===== src/rtl/sht40_meas_scheduler_pkg.sv =====
// Shared definitions for the SHT40 measurement scheduler.
// Holds the FSM state enum, the sensor I2C address, the four command
// codes, the CRC-8 constants and the Cmd_Sel -> command byte mapping.
package sht40_meas_scheduler_pkg;

  typedef enum logic [2:0] {
    ST_IDLE,
    ST_WR_START,
    ST_WR_WAIT,
    ST_MEAS_WAIT,
    ST_RD_START,
    ST_RD_COLLECT,
    ST_CHECK,
    ST_BACKOFF
  } state_e;

  localparam logic [6:0] SHT40_ADDR     = 7'h44;

  localparam logic [7:0] CMD_MEAS_HIGH  = 8'hFD;
  localparam logic [7:0] CMD_MEAS_MED   = 8'hF6;
  localparam logic [7:0] CMD_MEAS_LOW   = 8'hE0;
  localparam logic [7:0] CMD_SOFT_RESET = 8'h94;

  localparam logic [7:0] CRC_POLY       = 8'h31;
  localparam logic [7:0] CRC_INIT       = 8'hFF;

  function automatic logic [7:0] cmd_code(input logic [1:0] sel);
    logic [7:0] code;
    case (sel)
      2'b00:   code = CMD_MEAS_HIGH;
      2'b01:   code = CMD_MEAS_MED;
      2'b10:   code = CMD_MEAS_LOW;
      default: code = CMD_SOFT_RESET;
    endcase
    return code;
  endfunction

endpackage


===== src/rtl/sht40_meas_scheduler_crc8.sv =====
// Combinational SHT40 CRC-8 over one 16-bit data word.
// Polynomial 0x31, init 0xFF, MSB first, no reflection, no final XOR.
// Ports:
//   data_i  16-bit word (first transmitted byte in [15:8])
//   crc_o   8-bit CRC of data_i
module sht40_crc8
  import sht40_meas_scheduler_pkg::*;
(
  input  logic [15:0] data_i,
  output logic [7:0]  crc_o
);

  logic [7:0] crc_v;

  // Bit-serial form: feedback is the outgoing CRC MSB XOR the next data bit.
  always_comb begin
    crc_v = CRC_INIT;
    for (int i = 15; i >= 0; i--) begin
      if (crc_v[7] ^ data_i[i]) crc_v = {crc_v[6:0], 1'b0} ^ CRC_POLY;
      else                      crc_v = {crc_v[6:0], 1'b0};
    end
    crc_o = crc_v;
  end

endmodule


===== src/rtl/sht40_meas_scheduler.sv =====
// SHT40 measurement scheduler: sequences command write, conversion wait,
// 6-byte read and CRC check through an external I2C master, with periodic
// or single-shot triggering, bounded retries and sticky error flags.
// Handshake: Processor_Ready is a one-cycle start strobe to the master with
// I2c_Writes/Command_Data_Frames held until the matching Master_Done pulse;
// Master_Nack is only meaningful in the Master_Done cycle; each Rx_Valid
// pulse carries one byte.
// Ports:
//   clk, rst_n            clock, async active-low reset
//   Enable, Single_Shot   periodic mode / one-shot request
//   Cmd_Sel               command select (latched at measurement start)
//   Master_Done/Nack      transaction completion from the I2C master
//   Rx_Valid/Rx_Byte      received byte stream
//   Processor_Ready, I2c_Writes, Peripheral_Address, Command_Data_Frames
//                         transaction request to the master
//   Temperature_Output, Humidity_Output, Meas_Valid   measurement results
//   CRC_Error_Out, Nack_Error_Out                     sticky give-up flags
//   Busy                  high whenever the FSM is not idle
module sht40_meas_scheduler
  import sht40_meas_scheduler_pkg::*;
#(
  parameter int PERIOD_CYCLES    = 1000000,
  parameter int MEAS_WAIT_CYCLES = 100000,
  parameter int MAX_RETRY        = 3
) (
  input  logic        clk,
  input  logic        rst_n,
  input  logic        Enable,
  input  logic        Single_Shot,
  input  logic [1:0]  Cmd_Sel,
  input  logic        Master_Done,
  input  logic        Master_Nack,
  input  logic        Rx_Valid,
  input  logic [7:0]  Rx_Byte,
  output logic        Processor_Ready,
  output logic        I2c_Writes,
  output logic [6:0]  Peripheral_Address,
  output logic [7:0]  Command_Data_Frames,
  output logic [15:0] Temperature_Output,
  output logic [15:0] Humidity_Output,
  output logic        Meas_Valid,
  output logic        CRC_Error_Out,
  output logic        Nack_Error_Out,
  output logic        Busy
);

  localparam logic [31:0] PERIOD_LAST = 32'(PERIOD_CYCLES - 1);
  localparam logic [31:0] WAIT_LAST   = 32'(MEAS_WAIT_CYCLES - 1);
  localparam logic [7:0]  RETRY_LIMIT = 8'(MAX_RETRY);

  state_e      state_q, state_d;
  logic [31:0] period_q, period_d;
  logic        pend_q, pend_d;
  logic [31:0] wait_q, wait_d;
  logic [7:0]  retry_q, retry_d;
  logic        err_crc_q, err_crc_d;   // 1: last failure was CRC, 0: NACK/short read
  logic [2:0]  idx_q, idx_d;
  logic [7:0]  rx_q [6];
  logic [7:0]  rx_d [6];
  logic [7:0]  cmd_q, cmd_d;
  logic [15:0] temp_q, temp_d, hum_q, hum_d;
  logic        meas_valid_q, meas_valid_d;
  logic        crc_err_q, crc_err_d, nack_err_q, nack_err_d;

  logic        expiry;
  logic        crc_ok;
  logic [7:0]  crc_t, crc_h;

  sht40_crc8 u_crc_t (.data_i({rx_q[0], rx_q[1]}), .crc_o(crc_t));
  sht40_crc8 u_crc_h (.data_i({rx_q[3], rx_q[4]}), .crc_o(crc_h));

  assign crc_ok = (crc_t == rx_q[2]) && (crc_h == rx_q[5]);
  assign expiry = Enable && (period_q == 32'd0);

  always_comb begin
    state_d      = state_q;
    period_d     = period_q;
    pend_d       = pend_q;
    wait_d       = wait_q;
    retry_d      = retry_q;
    err_crc_d    = err_crc_q;
    idx_d        = idx_q;
    rx_d         = rx_q;
    cmd_d        = cmd_q;
    temp_d       = temp_q;
    hum_d        = hum_q;
    meas_valid_d = 1'b0;
    crc_err_d    = crc_err_q;
    nack_err_d   = nack_err_q;

    // Period counter free-runs only in periodic mode; an expiry seen while
    // busy is remembered in pend_q and serviced once back in IDLE.
    if (!Enable) begin
      period_d = PERIOD_LAST;
      pend_d   = 1'b0;
    end else begin
      period_d = expiry ? PERIOD_LAST : period_q - 32'd1;
      pend_d   = pend_q | expiry;
    end

    case (state_q)
      ST_IDLE: begin
        if (Single_Shot || expiry || pend_q) begin
          state_d = ST_WR_START;
          pend_d  = 1'b0;
          cmd_d   = cmd_code(Cmd_Sel);
          retry_d = 8'd0;
        end
      end
      ST_WR_START: state_d = ST_WR_WAIT;
      ST_WR_WAIT: begin
        if (Master_Done) begin
          wait_d = 32'd0;
          if (Master_Nack) begin
            err_crc_d = 1'b0;
            state_d   = ST_BACKOFF;
          end else if (cmd_q == CMD_SOFT_RESET) begin
            state_d = ST_IDLE;
          end else begin
            state_d = ST_MEAS_WAIT;
          end
        end
      end
      ST_MEAS_WAIT: begin
        if (wait_q == WAIT_LAST) state_d = ST_RD_START;
        else                     wait_d  = wait_q + 32'd1;
      end
      ST_RD_START: begin
        idx_d   = 3'd0;
        state_d = ST_RD_COLLECT;
      end
      ST_RD_COLLECT: begin
        if (Rx_Valid && (idx_q < 3'd6)) begin
          rx_d[idx_q] = Rx_Byte;
          idx_d       = idx_q + 3'd1;
        end
        // idx_d already includes a byte arriving in the Master_Done cycle.
        if (Master_Done) begin
          if (Master_Nack || (idx_d != 3'd6)) begin
            err_crc_d = 1'b0;
            wait_d    = 32'd0;
            state_d   = ST_BACKOFF;
          end else begin
            state_d = ST_CHECK;
          end
        end
      end
      ST_CHECK: begin
        if (crc_ok) begin
          temp_d       = {rx_q[0], rx_q[1]};
          hum_d        = {rx_q[3], rx_q[4]};
          meas_valid_d = 1'b1;
          retry_d      = 8'd0;
          crc_err_d    = 1'b0;
          nack_err_d   = 1'b0;
          state_d      = ST_IDLE;
        end else begin
          err_crc_d = 1'b1;
          wait_d    = 32'd0;
          state_d   = ST_BACKOFF;
        end
      end
      ST_BACKOFF: begin
        if (retry_q == RETRY_LIMIT) begin
          if (err_crc_q) crc_err_d  = 1'b1;
          else           nack_err_d = 1'b1;
          state_d = ST_IDLE;
        end else if (wait_q == WAIT_LAST) begin
          retry_d = retry_q + 8'd1;
          state_d = ST_WR_START;
        end else begin
          wait_d = wait_q + 32'd1;
        end
      end
      default: state_d = ST_IDLE;
    endcase
  end

  always_ff @(posedge clk or negedge rst_n) begin
    if (!rst_n) begin
      state_q      <= ST_IDLE;
      period_q     <= PERIOD_LAST;
      pend_q       <= 1'b0;
      wait_q       <= 32'd0;
      retry_q      <= 8'd0;
      err_crc_q    <= 1'b0;
      idx_q        <= 3'd0;
      for (int i = 0; i < 6; i++) rx_q[i] <= 8'd0;
      cmd_q        <= CMD_MEAS_HIGH;
      temp_q       <= 16'd0;
      hum_q        <= 16'd0;
      meas_valid_q <= 1'b0;
      crc_err_q    <= 1'b0;
      nack_err_q   <= 1'b0;
    end else begin
      state_q      <= state_d;
      period_q     <= period_d;
      pend_q       <= pend_d;
      wait_q       <= wait_d;
      retry_q      <= retry_d;
      err_crc_q    <= err_crc_d;
      idx_q        <= idx_d;
      rx_q         <= rx_d;
      cmd_q        <= cmd_d;
      temp_q       <= temp_d;
      hum_q        <= hum_d;
      meas_valid_q <= meas_valid_d;
      crc_err_q    <= crc_err_d;
      nack_err_q   <= nack_err_d;
    end
  end

  assign Processor_Ready     = (state_q == ST_WR_START) || (state_q == ST_RD_START);
  assign I2c_Writes          = (state_q == ST_WR_START) || (state_q == ST_WR_WAIT);
  assign Peripheral_Address  = SHT40_ADDR;
  assign Command_Data_Frames = cmd_q;
  assign Temperature_Output  = temp_q;
  assign Humidity_Output     = hum_q;
  assign Meas_Valid          = meas_valid_q;
  assign CRC_Error_Out       = crc_err_q;
  assign Nack_Error_Out      = nack_err_q;
  assign Busy                = (state_q != ST_IDLE);

endmodule


===== config.mk =====
export PLATFORM = sky130hd
export DESIGN_NAME = sht40_meas_scheduler
export DESIGN_NICKNAME = d
export VERILOG_FILES = /design/src/rtl/sht40_meas_scheduler_pkg.sv /design/src/rtl/sht40_meas_scheduler_crc8.sv /design/src/rtl/sht40_meas_scheduler.sv
export SDC_FILE = /design/constraint.sdc
export NUM_CORES = 1
export LEC_CHECK = 0
export CAP_MARGIN = 20
export CORE_MARGIN = 2
export CORE_UTILIZATION = 30
export CTS_CLUSTER_SIZE = 14
export DETAILED_ROUTE_END_ITERATION = 10
export SKIP_CTS_REPAIR_TIMING = 1
export SLEW_MARGIN = 40
export SYNTH_ARGS = -nofsm -noshare
export SYNTH_HDL_FRONTEND = slang
export SYNTH_SLANG_ARGS = --single-unit

===== constraint.sdc =====
create_clock -name clk -period 3.9 [get_ports clk]
set_clock_uncertainty 0.2 [all_clocks]
set_input_delay 0.975 -clock clk [delete_from_list [all_inputs] [get_ports clk]]
set_output_delay 0.975 -clock clk [all_outputs]
set_load 0.005 [all_outputs]

Yosys cells after proc, flatten, opt, wreduce, memory -nomap -nowiden
Cells that the tools add are included.
{"block": "classes", "mux": 82, "reduce_logical": 27, "n_addsub": 4, "n_eq_ne": 29, "n_lt_le_gt_ge": 3, "n_bitwise": 62}
{"op": "32-bit two-way mux", "n": 8}
{"op": "6-bit two-way mux", "n": 32}
{"op": "32-bit case mux with 5 select lines", "n": 1}
{"op": "3-bit NOT", "n": 30}
{"op": "48-bit bitwise mux", "n": 1}
{"op": "8-bit two-way mux", "n": 5}
{"op": "32-bit by 1-bit adder with 32-bit output (second input constant)", "n": 1}
{"op": "32-bit by 17-bit equality test with 1-bit output (second input constant)", "n": 1}
{"op": "32-bit zero test", "n": 1}
{"op": "32-bit by 1-bit subtractor with 32-bit output (second input constant)", "n": 1}
{"op": "3-bit two-way mux", "n": 10}
{"op": "2-bit != test (second input constant)", "n": 13}
{"op": "1-bit XOR", "n": 26}
{"op": "8-bit demux with 3-bit select", "n": 1}
{"op": "3-bit case mux with 8 select lines", "n": 1}
{"op": "8-bit case mux with 3 select lines", "n": 1}
{"op": "7-bit case mux with 3 select lines", "n": 1}
{"op": "8-bit equality test", "n": 2}
{"op": "1-bit two-way mux", "n": 16}
{"op": "3-bit equality test (second input constant)", "n": 4}
{"op": "6-bit AND reduction", "n": 2}
{"op": "5-bit AND reduction", "n": 2}
{"op": "3-bit nonzero test", "n": 3}
{"op": "8-bit by 1-bit adder with 8-bit output (second input constant)", "n": 1}
{"op": "26 further kinds", "n": 43}
{"block": "totals", "reg_bits": 171}

Depth between registers and ports, before layout
Gate-level depths: netlist of run 1.
{"block": "logic_depth", "ltp_word": 35, "mapped_depth": 11}

Cells and area by module
Synthesis of run 1 repeated with hierarchy kept, for this count alone.
{"block": "hier_totals", "hier_cells": 818, "hier_area_um2": 8861.0}
{"mod": "sht40_meas_scheduler", "n_inst": 1, "seq_area_each_um2": 4197.8, "area_per_inst_um2": 8095.3, "cells_per_inst": 750}
{"mod": "sht40_crc8", "n_inst": 2, "seq_area_each_um2": 0.0, "area_per_inst_um2": 382.9, "cells_per_inst": 34}

Worst setup path after synthesis of run 1
No wires, ideal clock.
{"block": "synth_timing", "kind": "flip-flop to flip-flop", "startpoint": "register rx_q[44] (netlist name)", "endpoint": "register hum_q[0] (netlist: Humidity_Output[0])", "setup_slack_ps": 293, "t_arrival_ps": 3283, "path_buffers": 2, "setup_ps": 125, "path_stages_with_launch": 10, "path_cell_list": "dfrtp_1 > clkbuf_1 > xnor3_2 > xnor3_1 > xnor3_1 > mux2i_1 > or3_1 > a2111oi_4 > buf_2 > mux2_2"}
{"block": "synth_via", "elab_chain_len": 19, "word_cells_on_any_way": 35, "cone_classes": "eq/ne: 1; mux: 13; bitwise: 19; reduce/logical: 2"}
{"item": "from (decl)", "line_no": "sht40_meas_scheduler.sv:58", "text": "logic [7:0] rx_q [6];"}
{"item": "from (signal assigned)", "line_no": "sht40_meas_scheduler.sv:203", "text": "rx_q <= rx_d;"}
{"item": "1-bit XOR (*)", "line_no": "sht40_meas_scheduler_crc8.sv:19", "text": "if (crc_v[7] ^ data_i[i]) crc_v = {crc_v[6:0], 1'b0} ^ CRC_POLY;"}
{"item": "6-bit two-way mux (*)", "line_no": "sht40_meas_scheduler_crc8.sv:19"}
{"item": "6-bit two-way mux (3 in a row)", "line_no": "sht40_meas_scheduler_crc8.sv:19"}
{"item": "3-bit NOT (no source line)"}
{"item": "6-bit two-way mux", "line_no": "sht40_meas_scheduler_crc8.sv:19"}
{"item": "3-bit NOT (no source line)"}
{"item": "6-bit two-way mux", "line_no": "sht40_meas_scheduler_crc8.sv:19"}
{"item": "1-bit XOR", "line_no": "sht40_meas_scheduler_crc8.sv:19"}
{"item": "6-bit two-way mux (4 in a row)", "line_no": "sht40_meas_scheduler_crc8.sv:19"}
{"item": "3-bit NOT (no source line)"}
{"item": "6-bit two-way mux", "line_no": "sht40_meas_scheduler_crc8.sv:19"}
{"item": "8-bit equality test (*)", "line_no": "sht40_meas_scheduler.sv:72", "text": "assign crc_ok = (crc_t == rx_q[2]) && (crc_h == rx_q[5]);"}
{"item": "1-bit logical AND (*)", "line_no": "sht40_meas_scheduler.sv:72"}
{"item": "2-bit AND reduction (no source line) (*)"}
{"item": "to (signal assigned)", "line_no": "sht40_meas_scheduler.sv:206", "text": "hum_q <= hum_d;"}
{"item": "to (decl)", "line_no": "sht40_meas_scheduler.sv:61", "text": "logic [15:0] temp_q, temp_d, hum_q, hum_d;"}
Mark *: on every way between the ends. The rest lies on a longest branch, timed or not.
A chain may end at the register's enable or synchronous reset.

Worst setup path after layout of run 1
{"block": "layout_timing", "startpoint": "register rx_q[44] (netlist name)", "endpoint": "register wait_q[2]"}
{"block": "layout_via", "elab_chain_len": 20, "word_cells_on_any_way": 36, "cone_classes": "eq/ne: 2; mux: 13; bitwise: 19; reduce/logical: 2"}
{"item": "1-bit XOR (*)", "line_no": "sht40_meas_scheduler_crc8.sv:19"}
{"item": "6-bit two-way mux (*)", "line_no": "sht40_meas_scheduler_crc8.sv:19"}
{"item": "6-bit two-way mux (3 in a row)", "line_no": "sht40_meas_scheduler_crc8.sv:19"}
{"item": "3-bit NOT (no source line)"}
{"item": "6-bit two-way mux", "line_no": "sht40_meas_scheduler_crc8.sv:19"}
{"item": "3-bit NOT (no source line)"}
{"item": "6-bit two-way mux", "line_no": "sht40_meas_scheduler_crc8.sv:19"}
{"item": "1-bit XOR", "line_no": "sht40_meas_scheduler_crc8.sv:19"}
{"item": "6-bit two-way mux (4 in a row)", "line_no": "sht40_meas_scheduler_crc8.sv:19"}
{"item": "3-bit NOT (no source line)"}
{"item": "6-bit two-way mux", "line_no": "sht40_meas_scheduler_crc8.sv:19"}
{"item": "8-bit equality test (*)", "line_no": "sht40_meas_scheduler.sv:72"}
{"item": "1-bit logical AND (*)", "line_no": "sht40_meas_scheduler.sv:72"}
{"item": "2-bit != test (no source line) (*)"}
{"item": "6-bit AND reduction (no source line) (*)"}
{"item": "to (signal assigned)", "line_no": "sht40_meas_scheduler.sv:199", "text": "wait_q <= wait_d;"}
{"item": "to (decl)", "line_no": "sht40_meas_scheduler.sv:54", "text": "logic [31:0] wait_q, wait_d;"}
Marks and branches as above.

==> impl_metrics.sql, run 1 <==
INSERT INTO impl_metrics (metric_group, metric, value, unit) VALUES
('floorplan', 'pin_count', '70', ''),
('synthesis', 'synth_cells', '825', ''),
('pwr', 'power.leakage', '4.50', 'nW'),
('sta', 'rsz0062_at_grt', 'false', ''),
('place', 'gp_congestion', '0.779', ''),
('place', 'place_hpwl', '13.3', 'mm'),
('clock_tree', 'numCtsBuffers', '17', ''),
('sta', 'layout_worst_path_cycle_share', '93.2', '%'),
('worst_setup_path', 'crit_path_start_kind', 'register', ''),
('floorplan', 'initial_core_utilization', '30.6', '%'),
('place', 'dpl_cell_area', '9910', 'um^2'),
('grt', 'global_route.usage.total', '12.9', '%'),
('synthesis', 'yosys.cell_types.count', '58', ''),
('clock_tree', 'tritoncts', 'yes', ''),
('floorplan', 'placementRows', '62', ''),
('clock_tree', 'numClockSinks', '167', ''),
('worst_setup_path', 'worst-path-max-fanout', '30', ''),
('routing', 'drt-vias-per-instance', '4.91', ''),
('sta', 'max-slew-margin-rel', '47.6', '%'),
('worst_setup_path', 'cp-end-kind', 'register', ''),
('synthesis', 'postSynth.asyncResetShare', '100', '%'),
('routing', 'postRouteWirelength', '19.4', 'mm'),
('floorplan', 'core', '28900', 'um^2'),
('sta', 'period_minus_slack', '3640', 'ps'),
('routing', 'antenna_violating_nets_post_route', '0', ''),
('layout', 'multi_input_comb_area', '4410', 'um^2'),
('layout', 'stdcell_count', '1284', ''),
('grt', 'number_of_antenna_violations_at_the_first_check_in_global_routing', '0', ''),
('clock_tree', 'ctsHtreeMaxLevel', '4', ''),
('floorplan', 'design.die.area', '30800', 'um^2'),
('routing', 'detail_route.iter0.violations', '389', ''),
('layout', 'post-route-util', '36.4', '%'),
('grt', 'wire_length_of_the_first_global_routing_pass', '32.0', 'mm'),
('synthesis', 'synth-edff-count', '0', ''),
('worst_setup_path', 'critical_path_required', '4050', 'ps'),
('place', 'buffer_ports.inserted', '61', ''),
('worst_setup_path', 'r2r.worst_path.cells', '10', ''),
('grt', 'global_route.overflow_total', '0', ''),
('sta', 'timing.final.ws_setup', '264', 'ps'),
('floorplan', 'floorplan.die.height', '176', 'um'),
('routing', 'detail_route.drc_violations', '0', ''),
('floorplan', 'die_width', '176', 'um'),
('place', 'detailedPlace.worstSlack', '93.2', 'ps'),
('layout', 'post_route_cells_drive_above_1_share', '18.1', '%'),
('grt', 'via_count_of_the_first_global_routing_pass', '5905', ''),
('layout', 'flow.area_growth_from_synthesis', '18.8', '%'),
('job', 'cap_viol_max_count', '0', ''),
('pwr', 'ir_worst_vdd', '0.000684', 'V'),
('synthesis', 'yosys_most_used_dff', 'sky130_fd_sc_hd__dfrtp_1', ''),
('layout', 'fin_area', '10500', 'um^2'),
('sta', 'timing.final.setup_violations', '0', ''),
('sta', 'finalHoldViolCount', '0', ''),
('worst_setup_path', 'worst-setup-path-type', 'register to register', ''),
('synthesis', 'synth.yosys.warnings', '0', ''),
('pwr', 'pwr_density_cell', '757', 'nW/um^2'),
('worst_hold_path', 'hold_path.class', 'register to register', ''),
('status', 'status', 'completed', ''),
('clock_tree', 'cts-root-buf', 'sky130_fd_sc_hd__clkbuf_16', ''),
('clock_tree', 'cts.clk_slew.worst_paths', '70', 'ps'),
('sta', 'finalSetupTns', '0', 'ps'),
('routing', 'routed_wire_length_per_instance', '15.1', 'um'),
('layout', 'antenna_cells_inserted', '0', ''),
('sta', 'worstMarginPinSlew', '783', 'ps'),
('synthesis', 'ys_seq_area_share', '47.5', '%'),
('sta', 'max_clock_freq', '0.275', 'GHz'),
('place', 'post-place-cells', '1252', ''),
('layout', 'num-nets-final', '908', ''),
('synthesis', 'yosys_register_bits', '167', ''),
('clock_tree', 'max_buffers_root_to_sink', '2', ''),
('layout', 'layout.area.seq', '4200', 'um^2'),
('clock_tree', 'worst_skew_pair.late_latency', '430', 'ps'),
('layout', 'final.fill_count', '2879', ''),
('routing', 'dr.pass1.iters', '5', ''),
('synthesis', 'synthesis.area_per_instance', '10.7', 'um^2'),
('worst_setup_path', 'worst_ep_arrival_time', '3790', 'ps'),
('synthesis', 'syn-cell-area', '8830', 'um^2'),
('routing', 'route.vias.total', '6306', ''),
('grt', 'grt_max_degree', '63', ''),
('sta', 'timing.final.max_slew_violations', '0', ''),
('worst_hold_path', 'hold_depth', '1', '');
-- logic make-up after synthesis --
logic type	count (synthesis)	synth area share, %
other cells	2	0.0850
simple gates	270	15.3
compound gates	144	9.86
fa+ha+maj	4	0.567
xor+xnor	97	12.9
mux	85	10.8
buf+inv	56	2.98
flops	167	47.5
-- worst paths after layout --
check                                      startpoint                            endpoint  slack (ps)
worst max register to register   rx_q[44]$_DFFE_PN0P_               wait_q[2]$_DFFE_PN0P_         260
worst min-delay path            period_q[0]$_DFF_PN1_               period_q[0]$_DFF_PN1_         270
worst max-delay path             rx_q[44]$_DFFE_PN0P_               wait_q[2]$_DFFE_PN0P_         260
min in group asynchronous                       rst_n  Temperature_Output[14]$_DFFE_PN0P_         320
max in group asynchronous                       rst_n              period_q[17]$_DFF_PN1_        2380
worst min register to register  period_q[0]$_DFF_PN1_               period_q[0]$_DFF_PN1_         270
-- power by group --
group	leakage [nW]	internal (mW)	switching (mW)
Clock	0.273	0.868	0.758
Combinational	2.00	2.06	1.91
Sequential	2.22	2.00	0.343
-- layout make-up --
type	count	area share (%)
clock inverters	13	1.09
well taps	384	4.58
repair buffers	79	7.48
flip-flops and latches	167	40.0
clock buffers	19	4.32
inverters	14	0.501
multi-input cells	608	42.0
-- cell usage after synthesis (all sizes together) (11+ instances only) --
cell	count	share of area, %
nor3	24	1.4
a21oi	30	1.7
clkbuf	24	1.0
a31oi	19	1.3
dfrtp	152	43
dfstp	15	4.5
and3	15	1.1
nand2b	11	0.78
nor4	12	0.85
nand3	23	1.3
xnor2	59	5.9
o31ai	15	1.3
o21ai	56	3.2
mux2	81	10
buf	18	1.4
nand2	62	2.6
nor2	65	2.8
xor2	18	1.8
xnor3	18	4.6
inv	14	0.60
-- layout by cell type, fill, tap and decap left out, types with 14 or more instances in the layout --
| cell type | netlist | final |
|---|---|---|
| sky130_fd_sc_hd__dfrtp_1 | 152 | 152 |
| sky130_fd_sc_hd__mux2_2 | 81 | 81 |
| sky130_fd_sc_hd__nor2_1 | 65 | 65 |
| sky130_fd_sc_hd__nand2_1 | 62 | 62 |
| sky130_fd_sc_hd__clkdlybuf4s50_1 | 0 | 60 |
| sky130_fd_sc_hd__xnor2_1 | 58 | 58 |
| sky130_fd_sc_hd__o21ai_0 | 39 | 39 |
| sky130_fd_sc_hd__a21oi_1 | 30 | 30 |
| sky130_fd_sc_hd__nor3_1 | 24 | 24 |
| sky130_fd_sc_hd__nand3_1 | 23 | 23 |
| sky130_fd_sc_hd__a31oi_1 | 19 | 19 |
| sky130_fd_sc_hd__xor2_1 | 18 | 17 |
| sky130_fd_sc_hd__xnor3_1 | 17 | 17 |
| sky130_fd_sc_hd__o21ai_1 | 17 | 17 |
| sky130_fd_sc_hd__clkbuf_16 | 0 | 17 |
| sky130_fd_sc_hd__dfstp_2 | 15 | 15 |
| sky130_fd_sc_hd__and3_1 | 15 | 15 |
| sky130_fd_sc_hd__o31ai_1 | 15 | 15 |
| sky130_fd_sc_hd__buf_4 | 12 | 15 |
| sky130_fd_sc_hd__inv_1 | 14 | 14 |
-- critical path, stage by stage, from the launching register on --
cell,delay (ps)
sky130_fd_sc_hd__dfrtp_1,460
sky130_fd_sc_hd__xnor3_2,540
sky130_fd_sc_hd__xnor3_1,440
sky130_fd_sc_hd__xnor3_1,360
sky130_fd_sc_hd__mux2i_1,160
sky130_fd_sc_hd__or3_1,370
sky130_fd_sc_hd__a2111oi_4,340
sky130_fd_sc_hd__nand2b_1,240
sky130_fd_sc_hd__buf_12,200
sky130_fd_sc_hd__nor2_1,90
sky130_fd_sc_hd__a31oi_1,170
-- metal layers --
layer	vias to the layer above	share of wire (%)	global-route usage [%]
met3	14	3.2	2.49
met1	3119	53	20.2
li1	3054	-	-
met5	-	0	0
met2	119	43	18.1
met4	0	0.88	3.27
-- sequential cells by signal, indices dropped and copies added (netlist names), 3 cells and up --
register,count
wait_q,32
Humidity_Output,16
state_q,3
Temperature_Output,16
period_q,32
retry_q,8
Command_Data_Frames,4
rx_q,48
idx_q,3
-- per-stage QoR --
step / power (mW) / hold slack, ps
finish: 7.94 / 273
global route: 8.50 / 288
CTS: 7.93 / 277
detailed placement: 6.26 / 260
global placement: 6.21 / 256
floorplan: 5.43 / 243
Power figures use the tool's default switching activity.
==> run 2: changes to the inputs <==
Settings changed: ABC_CLOCK_PERIOD_IN_PS set to 3900.
==> results of run 2 <==
Final layout, timing and power as in run 1 (identical DEF).
==> run 3: changes to the inputs <==
Settings changed: CORE_UTILIZATION 30 to 35.
==> run 3 against run 2 <==
  * Via count down 1.0%
  * Critical path depth is 2 lower
  * First-iteration DRC count is 9.5% higher
  * Sequential cell count is the same
  * Total power is 0.55% higher
  * Maximum frequency fell by 0.50%
  * Die area down 14%
  * Worst hold slack improved by 10 ps
  * Final cell count decreased by 4.4%
  * Sequential share of layout area is 0.30 points higher
  * Routed wire length barely moved
  * Combinational power about the same
==> impl_metrics.sql, run 3 (synthesis results as in run 1) <==
INSERT INTO impl_metrics (metric_group, metric, value, unit) VALUES
('status', 'status', 'completed', ''),
('pwr', 'ir_worst_vdd', '0.000630', 'V'),
('clock_tree', 'tritoncts', 'yes', ''),
('clock_tree', 'cts-root-buf', 'sky130_fd_sc_hd__clkbuf_16', ''),
('worst_setup_path', 'cp-end-kind', 'register', ''),
('worst_hold_path', 'hold_depth', '1', ''),
('worst_setup_path', 'r2r.worst_path.cells', '8', ''),
('clock_tree', 'max_buffers_root_to_sink', '2', ''),
('sta', 'max_clock_freq', '0.274', 'GHz'),
('clock_tree', 'cts.clk_slew.worst_paths', '60', 'ps'),
('sta', 'rsz0062_at_grt', 'false', ''),
('sta', 'worstMarginPinSlew', '778', 'ps'),
('worst_hold_path', 'hold_path.class', 'register to register', ''),
('routing', 'route.vias.total', '6243', ''),
('layout', 'largest_reg_flops', '48', ''),
('floorplan', 'core', '25000', 'um^2'),
('worst_setup_path', 'worst-path-max-fanout', '15', ''),
('worst_setup_path', 'worst-setup-path-type', 'register to register', ''),
('routing', 'detail_route.drc_violations', '0', ''),
('grt', 'wire_length_of_the_first_global_routing_pass', '32.2', 'mm'),
('layout', 'flow.area_growth_from_synthesis', '17.9', '%'),
('worst_setup_path', 'cpMaxStageDelayCell', 'sky130_fd_sc_hd__xor3_1', ''),
('worst_setup_path', 'critical_path.n_buffers_inverters', '1', ''),
('floorplan', 'floorplan.die.height', '163', 'um'),
('place', 'place_hpwl', '13.3', 'mm'),
('grt', 'global_route.usage.total', '15.3', '%'),
('place', 'detailedPlace.worstSlack', '204', 'ps'),
('layout', 'num-nets-final', '905', ''),
('place', 'dpl_cell_area', '9810', 'um^2'),
('sta', 'layout_worst_path_cycle_share', '93.7', '%'),
('job', 'cap_viol_max_count', '0', ''),
('worst_setup_path', 'critical_path_required', '4000', 'ps'),
('sta', 'finalSetupTns', '0', 'ps'),
('worst_setup_path', 'worst_ep_arrival_time', '3760', 'ps'),
('grt', 'grt_max_degree', '75', ''),
('pwr', 'power.leakage', '4.49', 'nW'),
('routing', 'drt-vias-per-instance', '5.09', ''),
('grt', 'via_count_of_the_first_global_routing_pass', '6097', ''),
('clock_tree', 'ctsHtreeMaxLevel', '4', ''),
('clock_tree', 'numClockSinks', '167', ''),
('layout', 'fin_area', '10400', 'um^2'),
('sta', 'max-slew-margin-rel', '47.9', '%'),
('floorplan', 'initial_core_utilization', '35.4', '%'),
('grt', 'global_route.overflow_total', '0', ''),
('layout', 'biggest_regs', 'rx_q x48, period_q x32, wait_q x32', ''),
('worst_setup_path', 'worst_path_dominant_cell_family', 'XOR/XNOR gates', ''),
('layout', 'layout.cells.most_common_list', 'sky130_fd_sc_hd__dfrtp_1 (152), sky130_fd_sc_hd__mux2_2 (81), sky130_fd_sc_hd__nor2_1 (65)', ''),
('place', 'buffer_ports.inserted', '61', ''),
('sta', 'period_minus_slack', '3650', 'ps'),
('routing', 'postRouteWirelength', '19.4', 'mm'),
('floorplan', 'placementRows', '58', ''),
('layout', 'registers.top_by_ff_count', 'rx_q', ''),
('sta', 'finalHoldViolCount', '0', ''),
('sta', 'timing.final.max_slew_violations', '0', ''),
('worst_setup_path', 'critical_path_cell_count', '8', ''),
('routing', 'antenna_violating_nets_post_route', '0', ''),
('worst_setup_path', 'cp_cell_sequence', 'xor3_1 > xor3_1 > xnor3_1 > a211oi_2 > o2111ai_2 > a2111oi_4 > buf_4 > mux2_2', ''),
('layout', 'post_route_cells_drive_above_1_share', '17.6', '%'),
('routing', 'dr.pass1.iters', '4', ''),
('layout', 'antenna_cells_inserted', '0', ''),
('worst_setup_path', 'critPathMaxStageDelay', '540', 'ps'),
('routing', 'detail_route.iter0.violations', '426', ''),
('pwr', 'pwr_density_cell', '766', 'nW/um^2'),
('floorplan', 'die_width', '163', 'um'),
('worst_setup_path', 'critPathMostFrequentCell', 'sky130_fd_sc_hd__xor3_1', ''),
('floorplan', 'pin_count', '70', ''),
('clock_tree', 'numCtsBuffers', '17', ''),
('sta', 'timing.final.ws_setup', '245', 'ps'),
('floorplan', 'design.die.area', '26500', 'um^2'),
('routing', 'routed_wire_length_per_instance', '15.8', 'um'),
('grt', 'number_of_antenna_violations_at_the_first_check_in_global_routing', '0', ''),
('worst_setup_path', 'crit_path_start_kind', 'register', ''),
('clock_tree', 'worst_skew_pair.late_latency', '430', 'ps'),
('sta', 'timing.final.setup_violations', '0', ''),
('layout', 'final_common_cell', 'sky130_fd_sc_hd__dfrtp_1', ''),
('place', 'gp_congestion', '0.798', '');
==> run 3: stage by stage <==
stage	util (%)	std cells	total power [mW]	hold WS, ps
after floorplan	-	831	5.43	243
after global placement	39.3	1195	6.19	261
after detailed placement	39.3	1195	6.21	273
after CTS	41.6	1227	7.94	287
after global routing	41.7	1227	8.52	307
final	41.7	1227	7.98	283
==> run 3: routing by layer <==
layer	vias to the layer above	track usage [%]	share of wire (%)
li1	3047	-	-
met2	106	22.4	44
met1	3076	23.0	51
met3	14	2.72	3.6
met4	0	4.26	1.0
met5	-	0	0
==> run 3: path summary, 6_finish.rpt <==
check / startpoint / endpoint / slack [ps]
worst max-delay path: rx_q[46]$_DFFE_PN0P_ / Temperature_Output[12]$_DFFE_PN0P_ / 250
max in group asynchronous: rst_n / period_q[0]$_DFF_PN1_ / 2330
min in group asynchronous: rst_n / period_q[27]$_DFF_PN0_ / 350
worst min-delay path: wait_q[31]$_DFFE_PN0P_ / wait_q[31]$_DFFE_PN0P_ / 280
worst max register to register: rx_q[46]$_DFFE_PN0P_ / Temperature_Output[12]$_DFFE_PN0P_ / 250
worst min register to register: wait_q[31]$_DFFE_PN0P_ / wait_q[31]$_DFFE_PN0P_ / 280
==> run 3: where the power goes <==
group / internal, mW / leakage [nW] / switching (mW)
Clock: 0.972 / 0.280 / 0.709
Sequential: 2.00 / 2.22 / 0.352
Combinational: 2.04 / 1.98 / 1.91
==> run 3: area by class of cell <==
class                   count  area, um^2
inverters                  14        52.6
flip-flops and latches    167        4200
fillers                  2437       14500
clock buffers              24         502
multi-input cells         608        4410
repair buffers             76         753
clock inverters             8        87.6
well taps                 330         413
==> run 3: worst reg2reg max path: stages (launching register included) <==
cell and delay [ps]:
sky130_fd_sc_hd__dfrtp_1 500, sky130_fd_sc_hd__xor3_1 540, sky130_fd_sc_hd__xor3_1 260, sky130_fd_sc_hd__xnor3_1 410, sky130_fd_sc_hd__a211oi_2 260, sky130_fd_sc_hd__o2111ai_2 220
sky130_fd_sc_hd__a2111oi_4 460, sky130_fd_sc_hd__buf_4 330, sky130_fd_sc_hd__mux2_2 370
